<file path="src/rtl/spikehard_pkg.sv">
// Shared types and helpers for the spikehard output stage.
package spikehard_pkg;

   typedef enum logic [2:0] {
      ST_IDLE,
      ST_COLLECT,
      ST_CTRL,
      ST_DATA,
      ST_DONE
   } state_t;

   // Integer ceiling division, used to size the per-tick DMA burst.
   function automatic int unsigned ceil_div(input int unsigned num, input int unsigned den);
      return (num + den - 1) / den;
   endfunction

   // DMA size encoding: 3'b010 for 32-bit words, 3'b011 for 64-bit words.
   function automatic logic [2:0] dma_size_code(input int unsigned bus_width);
      return (bus_width == 32) ? 3'b010 : 3'b011;
   endfunction

endpackage

</file>
<file path="src/rtl/spike_bitmap.sv">
// Per-tick spike bitmap: indexed bit set, synchronous clear, word-wide read.
module spike_bitmap
   import spikehard_pkg::*;
#(
   parameter  int unsigned NUM_OUTPUTS   = 256,
   parameter  int unsigned DMA_BUS_WIDTH = 64,
   localparam int unsigned IDX_W         = $clog2(NUM_OUTPUTS),
   localparam int unsigned WORDS         = ceil_div(NUM_OUTPUTS, DMA_BUS_WIDTH),
   localparam int unsigned SEL_W         = (WORDS > 1) ? $clog2(WORDS) : 1
) (
   input  logic                     clk,
   input  logic                     rst,
   input  logic                     set_en,
   input  logic [IDX_W-1:0]         set_index,
   input  logic                     clr,
   input  logic [SEL_W-1:0]         word_sel,
   output logic [DMA_BUS_WIDTH-1:0] word_c
);

   localparam int unsigned PAD_W = WORDS * DMA_BUS_WIDTH;

   logic [NUM_OUTPUTS-1:0] bits;
   logic [PAD_W-1:0]       padded;

   // Bit storage; indices with no matching bit (>= NUM_OUTPUTS) set nothing.
   always_ff @(posedge clk or posedge rst) begin
      if (rst) begin
         bits <= '0;
      end else if (clr) begin
         bits <= '0;
      end else if (set_en) begin
         for (int i = 0; i < int'(NUM_OUTPUTS); i++) begin
            if (set_index == IDX_W'(i)) bits[i] <= 1'b1;
         end
      end
   end

   // Zero-extend to a whole number of bus words so padding reads as 0.
   assign padded = PAD_W'(bits);

   // Word-select read mux.
   always_comb begin
      word_c = '0;
      for (int w = 0; w < int'(WORDS); w++) begin
         if (word_sel == SEL_W'(w)) word_c = padded[w*DMA_BUS_WIDTH +: DMA_BUS_WIDTH];
      end
   end

endmodule

</file>
<file path="src/rtl/spike_dma_writer.sv">
// Output stage: gathers spikes per tick and writes each tick's bitmap over DMA.
module spike_dma_writer
   import spikehard_pkg::*;
#(
   parameter  int unsigned NUM_OUTPUTS   = 256,
   parameter  int unsigned DMA_BUS_WIDTH = 64,
   localparam int unsigned IDX_W         = $clog2(NUM_OUTPUTS)
) (
   input  logic                     clk,
   input  logic                     rst,
   input  logic                     start,
   input  logic [31:0]              cfg_num_ticks,
   input  logic [31:0]              cfg_base_index,
   input  logic                     spike_valid,
   output logic                     spike_ready,
   input  logic [IDX_W-1:0]         spike_index,
   input  logic                     tick_end_valid,
   output logic                     tick_end_ready,
   output logic                     dma_write_ctrl_valid,
   input  logic                     dma_write_ctrl_ready,
   output logic [31:0]              dma_write_ctrl_data_index,
   output logic [31:0]              dma_write_ctrl_data_length,
   output logic [2:0]               dma_write_ctrl_data_size,
   output logic                     dma_write_chnl_valid,
   input  logic                     dma_write_chnl_ready,
   output logic [DMA_BUS_WIDTH-1:0] dma_write_chnl_data,
   output logic                     busy,
   output logic                     done
);

   localparam int unsigned     WORDS     = ceil_div(NUM_OUTPUTS, DMA_BUS_WIDTH);
   localparam int unsigned     SEL_W     = (WORDS > 1) ? $clog2(WORDS) : 1;
   localparam logic [SEL_W-1:0] LAST_WORD = SEL_W'(WORDS - 1);

   state_t                     state, state_nx;
   logic [31:0]                num_ticks, base_index;
   logic [31:0]                tick_cnt, tick_cnt_nx;
   logic [SEL_W-1:0]           word_cnt, word_cnt_nx;
   logic                       bm_set, bm_clr, load_cfg, load_ctrl;
   logic                       spike_hs, tick_hs, ctrl_hs, chnl_hs;
   logic [DMA_BUS_WIDTH-1:0]   bm_word_c;

   assign spike_hs = spike_valid & spike_ready;
   assign tick_hs  = tick_end_valid & tick_end_ready;
   assign ctrl_hs  = dma_write_ctrl_valid & dma_write_ctrl_ready;
   assign chnl_hs  = dma_write_chnl_valid & dma_write_chnl_ready;

   assign dma_write_ctrl_data_length = 32'(WORDS);
   assign dma_write_ctrl_data_size   = dma_size_code(DMA_BUS_WIDTH);

   spike_bitmap #(
      .NUM_OUTPUTS   (NUM_OUTPUTS),
      .DMA_BUS_WIDTH (DMA_BUS_WIDTH)
   ) u_bitmap (
      .clk       (clk),
      .rst       (rst),
      .set_en    (bm_set),
      .set_index (spike_index),
      .clr       (bm_clr),
      .word_sel  (word_cnt_nx),
      .word_c    (bm_word_c)
   );

   // State register.
   always_ff @(posedge clk or posedge rst) begin
      if (rst) state <= ST_IDLE;
      else     state <= state_nx;
   end

   // Next-state and datapath strobes.
   always_comb begin
      state_nx    = state;
      tick_cnt_nx = tick_cnt;
      word_cnt_nx = word_cnt;
      bm_set      = 1'b0;
      bm_clr      = 1'b0;
      load_cfg    = 1'b0;
      load_ctrl   = 1'b0;
      case (state)
         ST_IDLE, ST_DONE: begin
            if (start) begin
               load_cfg    = 1'b1;
               bm_clr      = 1'b1;
               tick_cnt_nx = '0;
               word_cnt_nx = '0;
               state_nx    = (cfg_num_ticks != 32'd0) ? ST_COLLECT : ST_DONE;
            end
         end
         ST_COLLECT: begin
            // A spike arriving with tick_end still lands in the ending tick.
            bm_set = spike_hs;
            if (tick_hs) begin
               load_ctrl = 1'b1;
               state_nx  = ST_CTRL;
            end
         end
         ST_CTRL: begin
            if (ctrl_hs) begin
               word_cnt_nx = '0;
               state_nx    = ST_DATA;
            end
         end
         ST_DATA: begin
            if (chnl_hs) begin
               if (word_cnt == LAST_WORD) begin
                  bm_clr      = 1'b1;
                  word_cnt_nx = '0;
                  tick_cnt_nx = tick_cnt + 32'd1;
                  state_nx    = (tick_cnt + 32'd1 == num_ticks) ? ST_DONE : ST_COLLECT;
               end else begin
                  word_cnt_nx = word_cnt + SEL_W'(1);
               end
            end
         end
         default: state_nx = ST_IDLE;
      endcase
   end

   // Registered outputs, counters and captured configuration.
   always_ff @(posedge clk or posedge rst) begin
      if (rst) begin
         spike_ready               <= 1'b0;
         tick_end_ready            <= 1'b0;
         dma_write_ctrl_valid      <= 1'b0;
         dma_write_chnl_valid      <= 1'b0;
         busy                      <= 1'b0;
         done                      <= 1'b0;
         dma_write_ctrl_data_index <= '0;
         dma_write_chnl_data       <= '0;
         num_ticks                 <= '0;
         base_index                <= '0;
         tick_cnt                  <= '0;
         word_cnt                  <= '0;
      end else begin
         spike_ready          <= (state_nx == ST_COLLECT);
         tick_end_ready       <= (state_nx == ST_COLLECT);
         dma_write_ctrl_valid <= (state_nx == ST_CTRL);
         dma_write_chnl_valid <= (state_nx == ST_DATA);
         busy                 <= (state_nx == ST_COLLECT) || (state_nx == ST_CTRL) ||
                                 (state_nx == ST_DATA);
         done                 <= (state_nx == ST_DONE);
         tick_cnt             <= tick_cnt_nx;
         word_cnt             <= word_cnt_nx;
         if (load_cfg) begin
            num_ticks  <= cfg_num_ticks;
            base_index <= cfg_base_index;
         end
         if (load_ctrl) dma_write_ctrl_data_index <= base_index + tick_cnt * 32'(WORDS);
         // Read port follows word_cnt_nx, so the word holds while stalled.
         if (state_nx == ST_DATA) dma_write_chnl_data <= bm_word_c;
      end
   end

endmodule

</file>
<file path="config.mk">
export PLATFORM = sky130hd
export DESIGN_NAME = spike_dma_writer
export DESIGN_NICKNAME = d
export VERILOG_FILES = /design/src/rtl/spikehard_pkg.sv /design/src/rtl/spike_bitmap.sv /design/src/rtl/spike_dma_writer.sv
export SDC_FILE = /design/constraint.sdc
export NUM_CORES = 1
export LEC_CHECK = 0
export CAP_MARGIN = 20
export CORE_MARGIN = 4
export CORE_UTILIZATION = 50
export DETAILED_ROUTE_END_ITERATION = 6
export PLACE_DENSITY = 0.7
export SLEW_MARGIN = 10
export SYNTH_ARGS = -nofsm -noshare
export SYNTH_HDL_FRONTEND = slang
export SYNTH_SLANG_ARGS = --single-unit
</file>
<file path="constraint.sdc">
create_clock -name clk -period 27.2 [get_ports clk]
set_input_delay 5.44 -clock clk [delete_from_list [all_inputs] [get_ports clk]]
set_output_delay 5.44 -clock clk [all_outputs]
set_load 0.05 [all_outputs]
</file>
-- After elaboration in Yosys (flattened, before gate mapping)
Cells that the tools add are included.
- register bits after elaboration: 458
- bits in latches: 0
- bits in writable memories: 0
- bits in read-only memories: 0
- bits of input ports: 79
- output and inout port bits: 137
- logic and storage cells: 1355
- memories kept: 0
- add/subtract/negate cells: 3
- multiply operators: 0
- div/mod/pow operators: 0
- order comparisons: 0
- equality and inequality tests: 271
- shift operators: 0
- multiplexer cells: 287
- bitwise operators: 4
- reductions and logical operators: 522
- operator list (operator ; count):
    8-bit == test, second input constant ; 128
    2-bit nonzero test ; 258
    8-bit by 7-bit == test with 1-bit output, second input constant ; 64
    256-bit 2-to-1 mux ; 2
    2-bit AND reduction ; 256
    1-bit 2-to-1 mux ; 263
    8-bit by 6-bit == test with 1-bit output, second input constant ; 32
    64-bit 2-to-1 mux ; 4
    8-bit by 5-bit == test with 1-bit output, second input constant ; 16
    32-bit 2-to-1 mux ; 3
    8-bit by 4-bit == test with 1-bit output, second input constant ; 8
    32-bit one-hot mux with 2 select lines ; 1
    32-bit by 1-bit adder with 32-bit output, second input constant ; 1
    32-bit adder ; 1
    32-bit == test ; 1
    8-bit by 3-bit == test with 1-bit output, second input constant ; 4
    32-bit nonzero test ; 1
    3-bit 2-to-1 mux ; 7
    8-bit by 2-bit == test with 1-bit output, second input constant ; 2
    3-bit by 2-bit == test with 1-bit output, second input constant ; 4
    3-bit one-hot mux with 4 select lines ; 1
    8-bit by 1-bit == test with 1-bit output, second input constant ; 1
    8-bit zero test ; 1
    2-bit 2-to-1 mux ; 4
    14 further kinds ; 24

-- Depth between registers and ports, before layout
- depth in word-level cells: 9
- gate-level depth with buffers: 12
- gate-level depth less buffers: 12

-- By module
From an unflattened synthesis, not the netlist that was laid out.
- cells, all modules: 2138
- area total of the unflattened synthesis: 23795.3 µm²
- by module, submodules not included (module ; instances ; cells an instance ; area each (µm²)):
    spike_bitmap ; 1 ; 1010 ; 13115.1
    spike_dma_writer ; 1 ; 1128 ; 10680.2

-- Worst setup path before layout
No wires, ideal clock.
- path kind: input to register
- from: input start
- to: register dma_write_chnl_data[0]
- arrival time: 7.064 ns
- slack: 20.001 ns
- stages on the path: 10
- cell sequence: and2_1 -> clkbuf_1 -> nor2_1 -> a22oi_1 -> clkbuf_1 -> buf_1 -> clkbuf_1 -> nand3_1 -> o21ai_0 -> o21ai_0
- cells in the longest elaborated chain, start to end: 7
- elaborated cells between the ends (all ways): 13
- RTL lines (element ; line ; source):
    start, declared ; spike_dma_writer.sv:11 ; input logic start,
    2-bit 2-to-1 mux ; spike_dma_writer.sv:81 ; if (start) begin
    2-bit one-hot mux with 3 select lines ; spike_dma_writer.sv:79 ; case (state)
    2-bit zero test ; spike_bitmap.sv:45 ; if (word_sel == SEL_W'(w)) word_c = padded[w*DMA_BUS_WIDTH +: DMA_BUS_WIDTH];
    64-bit 2-to-1 mux (4 in series) ; spike_bitmap.sv:45 ;
    end signal, assigned ; spike_dma_writer.sv:150 ; if (state_nx == ST_DATA) dma_write_chnl_data <= bm_word_c;
    end, declared ; spike_dma_writer.sv:26 ; output logic [DMA_BUS_WIDTH-1:0] dma_write_chnl_data,
Several ways; a longest one is shown, not always the timed one.
A chain may end at the register's enable or synchronous reset.

-- Worst setup path in the final report
- from: input start
- to: register dma_write_chnl_data[34]
Same word-level chain as after synthesis.

==> results.cfg <==
[outcome]
outcome = finished, final reports clean

[power]
p_per_area_nw_per_um2 = 97.7
ir_drop_uv = 65.1
p_leak_nw = 12.4

[place]
hpwl_mm = 39.7
port-buffer-count = 180
finalWeightedCongestion = 0.889
dpl_cell_area_um2 = 24100

[floorplanning]
core_um2 = 43300
die_x_um = 217
die_h_um = 217
num_rows = 76
boundaryPins = 216
die-area_um2 = 47300
initial_core_util_pct = 50.7

[yosys]
yosysWarningCount = 0
syn_inst = 2610
synth_flop_cell = dfrtp_1
synth_cell_types = 70
synth-seq-cells = 458
synth_edf_count = 0
avgSynthCellArea_um2 = 8.41
netlist_area_um2 = 21900
synthArstFlopShare_pct = 100
ys_seq_area_share_pct = 52.2

[route]
wire_per_inst_um = 18.6
firstDrtPassIters = 5
drt_drc_violations_left = 0
ant_nets = 0
drt_iter0_drc = 1954
num_vias = 18900
viasPerCell = 5.67
wl_mm = 62.0

[critical_path]
crit_arrival_ns = 9.23
startpoint = start
crit_fanout = 89
required_ns = 27.61
rr_startpoint = state[1]$_DFF_PP0_
endpoint_kind = flip-flop
start_kind = primary input
worstSetupPathType = primary input to flip-flop

[clock_network]
clk_pin_slew_ns = 0.05
cts_resized = 0
clock_path_buffers = 3
ctsHoldBuffers = 0
ctsRootBufferMaster = clkbuf_16
cts_inserted_buffers = 48
cts.sinks = 458
post_cts_buffers = 0
h-tree-depth = 2
cts_tree = done
clock_latency_ns = 0.59

[layout]
fillers = 3745
n_antenna_cell = 0
drive_above_1_share_pct = 5.89
final_area_um2 = 25800
finish.utilization_pct = 59.7
final_nets = 2828
multi_input_area_um2 = 9660
ff_latch_area_um2 = 11500
area_growth_pct = 17.8

[timing]
worstMarginPinSlew_ns = 1.11
min_period_over_period_pct = 32.4
maxSlewHeadroom_pct = 25.7
clock_skew_ns = 0.0234
finalCriticalPeriod_ns = 8.82
drv_slew = 0
max_freq_mhz = 113
hold_violations = 0
whs_ns = 0.475
setup_viol = 0
grt_setup_unrepaired = no
setup_tns_ns = 0

[grt]
antenna_found_initial = 1
grt_pass1_vias = 17900
grt_pass1_wl_mm = 98.6
grt_usage_pct = 25.7
overflow = 0
grt_max_degree = 129

[run]
maxCapViolCount = 0

[min_path]
hold_path_startpoint = dma_write_ctrl_data_index[15]$_DFFE_PP0P_
hp-class = flip-flop to flip-flop
==> kinds of logic after synthesis <==
| family | synth area share (%) |
|---|---|
| flip-flops | 52.2 |
| adder cells (fa/ha/maj) | 1.90 |
| buffers and inverters | 4.65 |
| AO/OA/AOI/OAI | 14.9 |
| XOR/XNOR | 2.55 |
| AND/OR/NAND/NOR | 23.2 |
| multiplexers | 0.490 |
| other | 0.0342 |
==> stage by stage <==
step           std cells  setup WS [ns]  total power [W]
4_1_cts             3331          18.37          0.00252
2_1_floorplan       2643           8.99          0.00153
5_1_grt             3336          18.12          0.00266
3_5_place_dp        3247          17.78          0.00184
3_3_place_gp        3246          17.88          0.00182
6_report            3336          18.38          0.00252
==> cell type report <==
class,instances,area share [%]
Sequential cell,458,44.3
Clock inverter,11,0.741
Clock buffer,73,5.64
Timing Repair Buffer,230,8.72
Tap cell,585,2.83
Multi-Input combinational cell,1958,37.4
Inverter,21,0.339
==> flip-flops by register name (all words and copies together), names as in the netlist <==
| name | count |
|---|---|
| tick_end_ready | 1 |
| dma_write_chnl_data | 64 |
| done | 1 |
| tick_cnt | 32 |
| u_bitmap.bits | 256 |
| dma_write_ctrl_valid | 1 |
| num_ticks | 32 |
| dma_write_chnl_valid | 1 |
| dma_write_ctrl_data_index | 32 |
| word_cnt | 2 |
| state | 3 |
| base_index | 32 |
| busy | 1 |
==> cell usage after synthesis, types with 4 or more instances <==
cell type / count / area share, %
a211oi_1: 4 / 0.14
a21o_1: 16 / 0.55
a21oi_1: 291 / 6.6
a31oi_1: 18 / 0.51
and2_1: 4 / 0.11
and3_1: 9 / 0.26
and4_1: 4 / 0.16
buf_1: 12 / 0.21
buf_2: 5 / 0.11
buf_4: 38 / 1.3
clkbuf_1: 145 / 2.5
clkbuf_2: 4 / 0.091
dfrtp_1: 458 / 52
ha_1: 31 / 1.8
inv_1: 21 / 0.36
mux2_2: 6 / 0.31
mux2i_1: 4 / 0.18
nand2_1: 662 / 11
nand2b_1: 17 / 0.48
nand3_1: 98 / 2.2
nand4_1: 12 / 0.34
nor2_1: 314 / 5.4
nor2b_1: 14 / 0.40
nor3_1: 32 / 0.73
nor3b_1: 6 / 0.21
nor4_1: 17 / 0.48
o21a_1: 4 / 0.14
o21ai_0: 218 / 5.0
o21bai_1: 5 / 0.17
o31ai_1: 17 / 0.58
o41ai_1: 4 / 0.16
xnor2_1: 46 / 1.8
xor2_1: 18 / 0.72
==> cell usage in the layout (no fill, tap or decap), drive strengths merged, types with 17 or more instances in the layout <==
master	Yosys	routed
xnor2	46	46
a31oi	18	18
dfrtp	458	458
a21oi	291	291
nor3	33	33
nand3	98	98
nor2	314	314
nor4	18	18
conb	2	35
clkdlybuf4s50	0	180
clkbuf	149	74
xor2	18	18
ha	31	31
inv	21	20
o21ai	218	218
nand2b	17	17
nand2	662	662
o31ai	17	17
buf	57	49
==> final timing paths <==
check,slack [ns],depth (start not counted),to
worst max-delay path,18.38,12,dma_write_chnl_data[34]$_DFFE_PP0P_
min in group asynchronous,5.46,2,dma_write_chnl_data[2]$_DFFE_PP0P_
max in group asynchronous,20.29,3,num_ticks[25]$_DFFE_PP0P_
worst max register to register,23.14,12,dma_write_chnl_data[34]$_DFFE_PP0P_
worst min-delay path,0.48,2,dma_write_ctrl_data_index[15]$_DFFE_PP0P_
worst min register to register,0.48,2,dma_write_ctrl_data_index[15]$_DFFE_PP0P_
==> critical path, stage by stage <==
cell and delay [ns]:
clkdlybuf4s50_1 0.52, and2_2 0.15, buf_4 0.58, nor2_1 0.19, a22oi_2 0.16, buf_4 0.35, clkinv_2 0.57, buf_4 0.61
nand2_1 0.19, nand2_1 0.06, o21ai_0 0.18, o21ai_0 0.12
==> routing by layer <==
layer  global-route usage (%)  part of all wire, %
met1                     38.0                   45
met2                     39.9                   46
met3                     4.50                  7.5
met4                     6.30                  2.2
met5                        0                0.021
==> where the power goes <==
part           switching [W]  internal (W)
combinational       0.000666      0.000284
clock               0.000268      0.000415
sequential         0.0000939      0.000798
total                0.00103       0.00150
Power figures use the tool's default switching activity.
